## config.mk

```make
export PLATFORM = sky130hd
export DESIGN_NAME = bit_cldiv
export DESIGN_NICKNAME = d
export VERILOG_FILES = /design/src/rtl/bit_cldiv_pkg.sv /design/src/rtl/bit_cldiv.sv
export SDC_FILE = /design/constraint.sdc
export NUM_CORES = 1
export LEC_CHECK = 0
export ABC_AREA = 0
export BUFFER_PORTS_ARGS = -buffer_cell sky130_fd_sc_hd__buf_4
export CORE_MARGIN = 5
export CORE_UTILIZATION = 33
export DETAILED_ROUTE_END_ITERATION = 16
export GPL_ROUTABILITY_DRIVEN = 0
export PLACE_DENSITY = 0.61
export SYNTH_ARGS = -nofsm -noshare
export SYNTH_HDL_FRONTEND = slang
export SYNTH_SLANG_ARGS = --single-unit
```

## constraint.sdc

```tcl
create_clock -name clk -period 3.4 [get_ports clk]
set_input_delay 0.68 -clock clk [delete_from_list [all_inputs] [get_ports clk]]
set_output_delay 0.68 -clock clk [all_outputs]
set_load 0.02 [all_outputs]
```

## src/rtl/bit_cldiv_pkg.sv

```systemverilog
// Shared types and helpers for the carry-less divider.
package bit_cldiv_pkg;

  localparam int CLDIV_XLEN  = 32;
  localparam int CLDIV_CNT_W = $clog2(CLDIV_XLEN);

  // State encoding kept identical to the carry-less multiply unit.
  typedef enum logic [1:0] {
    IDLE = 2'd0,
    BUSY = 2'd1,
    DONE = 2'd2
  } bit_cldiv_state_type;

  // Bit-manip op bits driving this unit.
  typedef struct packed {
    logic bit_cldiv;
    logic bit_clrem;
  } bit_op_type;

  typedef struct packed {
    logic                  enable;
    bit_op_type            op;
    logic [CLDIV_XLEN-1:0] rdata1;
    logic [CLDIV_XLEN-1:0] rdata2;
  } bit_cldiv_in_type;

  typedef struct packed {
    logic [CLDIV_XLEN-1:0] result;
    logic                  ready;
  } bit_cldiv_out_type;

  typedef struct packed {
    bit_cldiv_state_type    state;
    logic [CLDIV_CNT_W-1:0] counter;
    logic [CLDIV_CNT_W-1:0] deg;
    bit_op_type             op;
    logic [CLDIV_XLEN-1:0]  dividend;
    logic [CLDIV_XLEN-1:0]  divisor;
    logic [CLDIV_XLEN-1:0]  quot;
    logic [CLDIV_XLEN-1:0]  rem;
    logic [CLDIV_XLEN-1:0]  result;
    logic                   ready;
  } bit_cldiv_reg_type;

  localparam bit_cldiv_reg_type init_bit_cldiv_reg = '{
    state:    IDLE,
    counter:  '0,
    deg:      '0,
    op:       '0,
    dividend: '0,
    divisor:  '0,
    quot:     '0,
    rem:      '0,
    result:   '0,
    ready:    1'b0
  };

  // Leading-one priority encoder: index of the most significant set bit.
  // Returns 0 for a zero input; callers treat zero divisors separately.
  function automatic logic [CLDIV_CNT_W-1:0] deg(input logic [CLDIV_XLEN-1:0] v);
    logic [CLDIV_CNT_W-1:0] idx;
    idx = '0;
    for (int i = 0; i < CLDIV_XLEN; i++) begin
      if (v[i]) idx = CLDIV_CNT_W'(i);
    end
    return idx;
  endfunction

  // Pick the architectural result; quotient has priority if both are set.
  function automatic logic [CLDIV_XLEN-1:0] sel_result(input bit_op_type op,
                                                       input logic [CLDIV_XLEN-1:0] quot,
                                                       input logic [CLDIV_XLEN-1:0] rem);
    logic [CLDIV_XLEN-1:0] res;
    res = '0;
    if (op.bit_cldiv)      res = quot;
    else if (op.bit_clrem) res = rem;
    return res;
  endfunction

endpackage

```

## src/rtl/bit_cldiv.sv

```systemverilog
// Iterative GF(2) polynomial divider: one quotient bit per cycle, MSB first.
module bit_cldiv
  import bit_cldiv_pkg::*;
#(
  parameter int XLEN = CLDIV_XLEN  // only 32 is supported
) (
  input  logic            clk,
  input  logic            rst,
  input  logic            enable,
  input  logic            op_cldiv,
  input  logic            op_clrem,
  input  logic [XLEN-1:0] rdata1,
  input  logic [XLEN-1:0] rdata2,
  output logic [XLEN-1:0] result,
  output logic            ready
);

  bit_cldiv_in_type  d;
  bit_cldiv_out_type o;
  bit_cldiv_reg_type r;

  logic [XLEN-1:0] w;
  logic            hit;
  logic [XLEN-1:0] rem_step;
  logic [XLEN-1:0] quot_step;

  // Pack inputs; quotient wins if both op bits are raised together.
  always_comb begin
    d           = '0;
    d.enable    = enable;
    d.op.bit_cldiv = op_cldiv;
    d.op.bit_clrem = op_clrem & ~op_cldiv;
    d.rdata1    = rdata1;
    d.rdata2    = rdata2;
  end

  // One long-division step: bring down the next dividend bit and subtract
  // (xor) the divisor whenever the partial remainder reaches its degree.
  // deg(rem) < deg(divisor) holds before the shift, so w never overflows.
  always_comb begin
    w         = {r.rem[XLEN-2:0], r.dividend[r.counter]};
    hit       = w[r.deg];
    rem_step  = hit ? (w ^ r.divisor) : w;
    quot_step = r.quot;
    quot_step[r.counter] = hit;
  end

  // Control FSM plus datapath registers; result/ready are registered.
  always_ff @(posedge clk or negedge rst) begin
    if (!rst) begin
      r <= init_bit_cldiv_reg;
    end else begin
      r.ready <= 1'b0;
      unique case (r.state)
        IDLE: begin
          if (d.enable && (d.op.bit_cldiv || d.op.bit_clrem)) begin
            r.dividend <= d.rdata1;
            r.divisor  <= d.rdata2;
            r.op       <= d.op;
            r.deg      <= deg(d.rdata2);
            r.quot     <= '0;
            r.rem      <= '0;
            r.counter  <= '1;
            if (d.rdata2 == '0) begin
              // Division by zero: quotient 0, remainder is the dividend.
              r.rem    <= d.rdata1;
              r.result <= sel_result(d.op, '0, d.rdata1);
              r.ready  <= 1'b1;
              r.state  <= DONE;
            end else begin
              r.state  <= BUSY;
            end
          end
        end
        BUSY: begin
          r.rem  <= rem_step;
          r.quot <= quot_step;
          if (r.counter == '0) begin
            r.result <= sel_result(r.op, quot_step, rem_step);
            r.ready  <= 1'b1;
            r.state  <= DONE;
          end else begin
            r.counter <= r.counter - 1'b1;
          end
        end
        DONE: begin
          r.state <= IDLE;
        end
        default: begin
          r.state <= IDLE;
        end
      endcase
    end
  end

  // Drive outputs straight from registers.
  always_comb begin
    o        = '0;
    o.result = r.result;
    o.ready  = r.ready;
  end

  assign result = o.result;
  assign ready  = o.ready;

endmodule
```

After elaboration in Yosys (flattened, before gate mapping)
Index checks and enable logic that the tools add are counted. Widths: inputs -> output; s select.

Div/mod/pow operators: 0. Equal/unequal tests: 5. Multipliers: 0. Bitwise logic cells: 3. Magnitude comparators: 3. Reductions and logical operators: 12. Add/subtract/negate cells: 1. Muxes and demuxes: 52. Shifts and indexed selects: 0.

Operator list (count): $pmux 97 s2 (1); $mux 175 (1); $mux 32 (5); $mux 5 (31); $mux 65 (1); $mux 33 (1); $bwmux 32 (1); $logic_not 32->1 (1); $xor 32x32->32 (1); $lt 5x6->1 const B (2); $bmux 1 s5 (2); $pmux 5 s2 (1); $ne 2x2->1 const B (4); $reduce_and 2->1 (3); $demux 1 s5 (1); $ge 5x1->1 const B (1); $logic_not 5->1 (1); $sub 5x1->5 const B (1); $mux 1 (4); $mux 2 (2); $pmux 2 s2 (1); $reduce_and 4->1 (1); $reduce_and 3->1 (1); $eq 2x1->1 const B (1); 6 further kinds (7).

Memories: 0. Logic and storage cells: 87. Flip-flop bits (word level): 174. Latch bits: 0. Output and inout bits: 33. Input port bits: 69. Memory bits (writable): 0. Memory bits (read-only): 0.

Longest topological paths before layout
Word-level depth: 33. Depth in mapped cells: 13. Depth with buffers taken out: 9.

Worst setup path after synthesis
OpenSTA, ideal clock, no wires.

Path kind: register -> register. Start point: reg r[169] (netlist bit). End point: reg result[0] (netlist name). Stages on the path, launching flop included: 14. Data arrival time: 2791 ps. Buffers on the path: 5. Period minus slack after synthesis: 2861 ps. Setup slack: 539 ps. Library setup time: 70 ps. Data required time: 3330 ps. Path through: dfrtp_1 -> buf_2 -> buf_2 -> inv_1 -> ha_1 -> clkbuf_1 -> or4b_2 -> nor2_1 -> nand2_1 -> nor2_1 -> buf_2 -> clkbuf_1 -> o211ai_1 -> nand3b_1.

Cells in the longest elaborated chain, start to end: 9. Elaborated cells between the ends (all ways): 19. Classes of those cells: order compare (2); eq/ne (1); mux (12); bitwise (1); reduce/logical (3).

RTL lines: start, declared (RTL line bit_cldiv.sv:20) `bit_cldiv_reg_type r;`; start signal, assigned (RTL line bit_cldiv.sv:51) `r <= init_bit_cldiv_reg;`; $bmux 1 s5 (RTL line bit_cldiv.sv:41) `w = {r.rem[XLEN-2:0], r.dividend[r.counter]};`; $mux 1 (not written as such) (RTL line bit_cldiv.sv:41); $bmux 1 s5 (RTL line bit_cldiv.sv:42) `hit = w[r.deg];`; $mux 1 (not written as such) (RTL line bit_cldiv.sv:42); $mux 32 (RTL line bit_cldiv.sv:43) `rem_step = hit ? (w ^ r.divisor) : w;`; $mux 32 (RTL line bit_cldiv_pkg.sv:76) `else if (op.bit_clrem) res = rem;`; $mux 32 (RTL line bit_cldiv_pkg.sv:75) `if (op.bit_cldiv) res = quot;`; $mux 33 (RTL line bit_cldiv.sv:78) `if (r.counter == '0) begin`; $pmux 97 s2 (RTL line bit_cldiv.sv:54) `unique case (r.state)`.

Several ways; a longest one is shown, not always the timed one. The select of a mux whose other input is x is not followed. A chain may end at the register's enable or synchronous reset.

Worst setup path after layout
Start point: reg r[170] (netlist bit). End point: reg result[1] (netlist name).

Cells in the longest elaborated chain, start to end: 9. Elaborated cells between the ends (all ways): 18. Classes of those cells: order compare (2); eq/ne (1); mux (12); reduce/logical (3).

RTL lines (RTL line): $bmux 1 s5 (bit_cldiv.sv:41); $mux 1 (not written as such) (bit_cldiv.sv:41); $bmux 1 s5 (bit_cldiv.sv:42); $mux 1 (not written as such) (bit_cldiv.sv:42); $mux 32 (bit_cldiv.sv:43); $mux 32 (bit_cldiv_pkg.sv:76); $mux 32 (bit_cldiv_pkg.sv:75); $mux 33 (bit_cldiv.sv:78); $pmux 97 s2 (bit_cldiv.sv:54).

Several ways; a longest one is shown, not always the timed one. The select of a mux whose other input is x is not followed.

==> summary.txt <==
Finish
  – Area delta synth->final: 16.0%
  – Finished Layout Cells: 1559
  – Antenna cells: 0
  – Share of cells above drive strength 1: 0.167
  – Fin nets: 1231
  – Util after Layout: 0.389

Setup path
  – FF-to-FF path depth: 11
  – R2R setup slack: 0.35 ns
  – Slowest cell on crit path: dfrtp_1
  – CP Capture Type: flip-flop
  – Worst reg2reg startpoint: r[170]$_DFFE_PN0P_
  – Setup crit start kind: flip-flop
  – Max incr delay on CP: 0.83 ns
  – Type of the worst setup path: flip-flop to flip-flop
  – Crit path cell chain: buf_4 -> nor2b_1 -> buf_4 -> and2_1 -> nand2_1 -> buf_4 -> nor2_2 -> buf_4 -> a32o_1 -> a311oi_1 -> o221ai_1
  – CP Data Arrival Time: 3.34 ns
  – Crit path top cell by count: buf_4
  – Crit Path Max Fanout: 21
  – FF-to-FF End: result[1]$_DFFE_PN0P_
  – Critical path required time: 3.69 ns

Logic synthesis
  – #FFs+latches synth: 173
  – Syn nets: 1192
  – Mapped Area: 0.00996 mm²
  – Mean Syn Cell Area: 8.91 µm²
  – Synth unique cells: 58
  – Post-synth EDFFs: 0
  – Synth warn: 0
  – Post-Syn Instances: 1118
  – Asr flop ratio synth: 1.00
  – Dominant synthesized flop cell: dfrtp_1
  – Sequential fraction of the synthesis area: 0.435

Timing
  – Final Cycle Share: 0.896
  – Hold WS: 0.267 ns
  – Number of setup violations in the final report: 0
  – Worst-Margin Slew: 0.796 ns
  – Max-slew violation count: 0
  – Skew final: 0.0109 ns
  – Slew margin rel.: 0.470
  – Final setup TNS: 0 ns
  – Final hold vios: 0
  – Post-layout min period: 3.05 ns
  – RSZ-0062 raised after global routing: no
  – Max Fclk: 328 MHz

Route
  – Pre-antenna DRT Iters: 6
  – Vias per Instance: 5.77
  – Starting DRC count in detailed routing: 1046
  – DRC Markers: 0
  – Drt wl/cell: 21.8 µm
  – DR vias: 8996
  – Total length of routed wires: 34.0 mm
  – DRT antenna net count: 0

Global routing
  – Vias in the first global route: 8622
  – Global-route track usage on met2: 0.308
  – Total track usage: 0.199
  – Global route hottest layer: met2
  – GRT met1 Usage: 0.290
  – Antenna violations before repair: 2
  – Grt total ovfl: 0
  – Largest net degree at the start of global routing: 75
  – First-pass GRT wire length: 52.3 mm
  – M3 GR Usage: 0.0342

Die
  – Core Rows: 63
  – DIE HEIGHT: 184 µm
  – CORE AREA: 0.0297 mm²
  – Initial Util: 0.335
  – I/O pin cnt: 102
  – Die Wd: 184 µm
  – DIE AREA: 0.0337 mm²

Run
  – Max-Cap Viols: 0

Power
  – VDD IR-drop max: 662 µV
  – P per Cell Area: 924 mW/mm²
  – Tot Pwr: 10700 µW
  – Pleak: 0.00475 µW

Clock network
  – Root Buffer Master: clkbuf_16
  – H-tree depth: 4
  – Post_cts resized: 0
  – Clk_lat worst skew: 0.44 ns
  – Cts bufs inserted: 17
  – Cts hold-fix bufs: 0
  – Clock sink count: 173
  – Clock Pin Slew Worst Setup and Hold Paths: 0.07 ns
  – Clock Path Buffers: 2
  – CTS tree: done
  – Post-CTS setup repair buffer count: 0

Placement
  – Cells after DPL: 1528
  – PortBufs: 101
  – DP Wirelength: 24.0 mm

Run status
  – Status: finished, final reports clean

Min path
  – Hold Path Class: input pin to async pin
worst max-delay path: cells and delay by family (launching register included):
kind	cells	cell delay (ns)
AOI/OAI and AO/OA	3	0.75
buffers and inverters	4	0.92
DFF	1	0.83
and+or+nand+nor	4	0.38
power breakdown:
part	switching (µW)	internal, µW
registers	1040	2930
logic	2600	2150
clock network	860	1100
total	4490	6190
through the flow:
step                setup WS, ns  area [µm²]
global route               0.200       11600
detailed placement         0.407       11000
global placement           0.460       11000
CTS                        0.432       11600
floorplan                  0.539        9960
finish                     0.354       11600
layout make-up:
type / count / area, µm²
Clock buffer: 22 / 454
Clock inverter: 9 / 113
Fill cell: 2968 / 18200
Inverter: 37 / 139
Multi-Input combinational cell: 789 / 4910
Sequential cell: 173 / 4330
Tap cell: 390 / 488
Timing Repair Buffer: 139 / 1120
logic make-up after synthesis:
logic type      count (synthesis)  share of synthesized area
simple gates                  463                      0.237
compound gates                264                      0.177
flops                         173                      0.435
buf+inv                       156                     0.0750
mux                            56                     0.0689
fa+ha+maj                       5                    0.00628
xor+xnor                        1                   0.000880
routing by layer:
metal / routed length, µm / vias up
li1: - / 4097
met1: 16000 / 4478
met2: 15300 / 372
met3: 1990 / 47
met4: 658 / 2
met5: 7 / -
how the worst max path moves through the flow:
stage                        from                     end  slack, ns
2_1_floorplan  r[169]$_DFFE_PN0P_   result[0]$_DFFE_PN0P_       0.54
3_3_place_gp           rdata2[21]  result[31]$_DFFE_PN0P_       0.46
6_report       r[170]$_DFFE_PN0P_   result[1]$_DFFE_PN0P_       0.35
5_1_grt        r[164]$_DFFE_PN0P_       r[67]$_DFFE_PN0P_       0.20
4_1_cts        r[164]$_DFFE_PN0P_       r[67]$_DFFE_PN0P_       0.43
3_5_place_dp           rdata2[21]  result[31]$_DFFE_PN0P_       0.41
flip-flops by register name, indices dropped and copies added, names as in the netlist:
register / count
r: 140
result: 32
ready: 1
cells in the final DEF, fill, tap and decap left out, drive strengths merged, types with 36 or more instances in the layout:
master / count
nor3b: 61
a21oi: 47
mux2i: 37
nand2: 207
dfrtp: 173
nand3: 50
a31oi: 36
inv: 39
buf: 139
nor2b: 46
o21ai: 61
synthesized netlist by cell type (34+ instances only):
cell / count / area [µm²]
nand2_1: 207 / 777
dfrtp_1: 173 / 4330
clkbuf_1: 70 / 263
nor3b_1: 61 / 458
o21ai_0: 60 / 300
nand3_1: 50 / 250
a21oi_1: 47 / 235
nor2b_1: 46 / 288
inv_1: 37 / 139
mux2i_1: 37 / 370
a31oi_1: 35 / 219
buf_4: 34 / 255
Note: power is estimated with default switching activity, not from simulation.
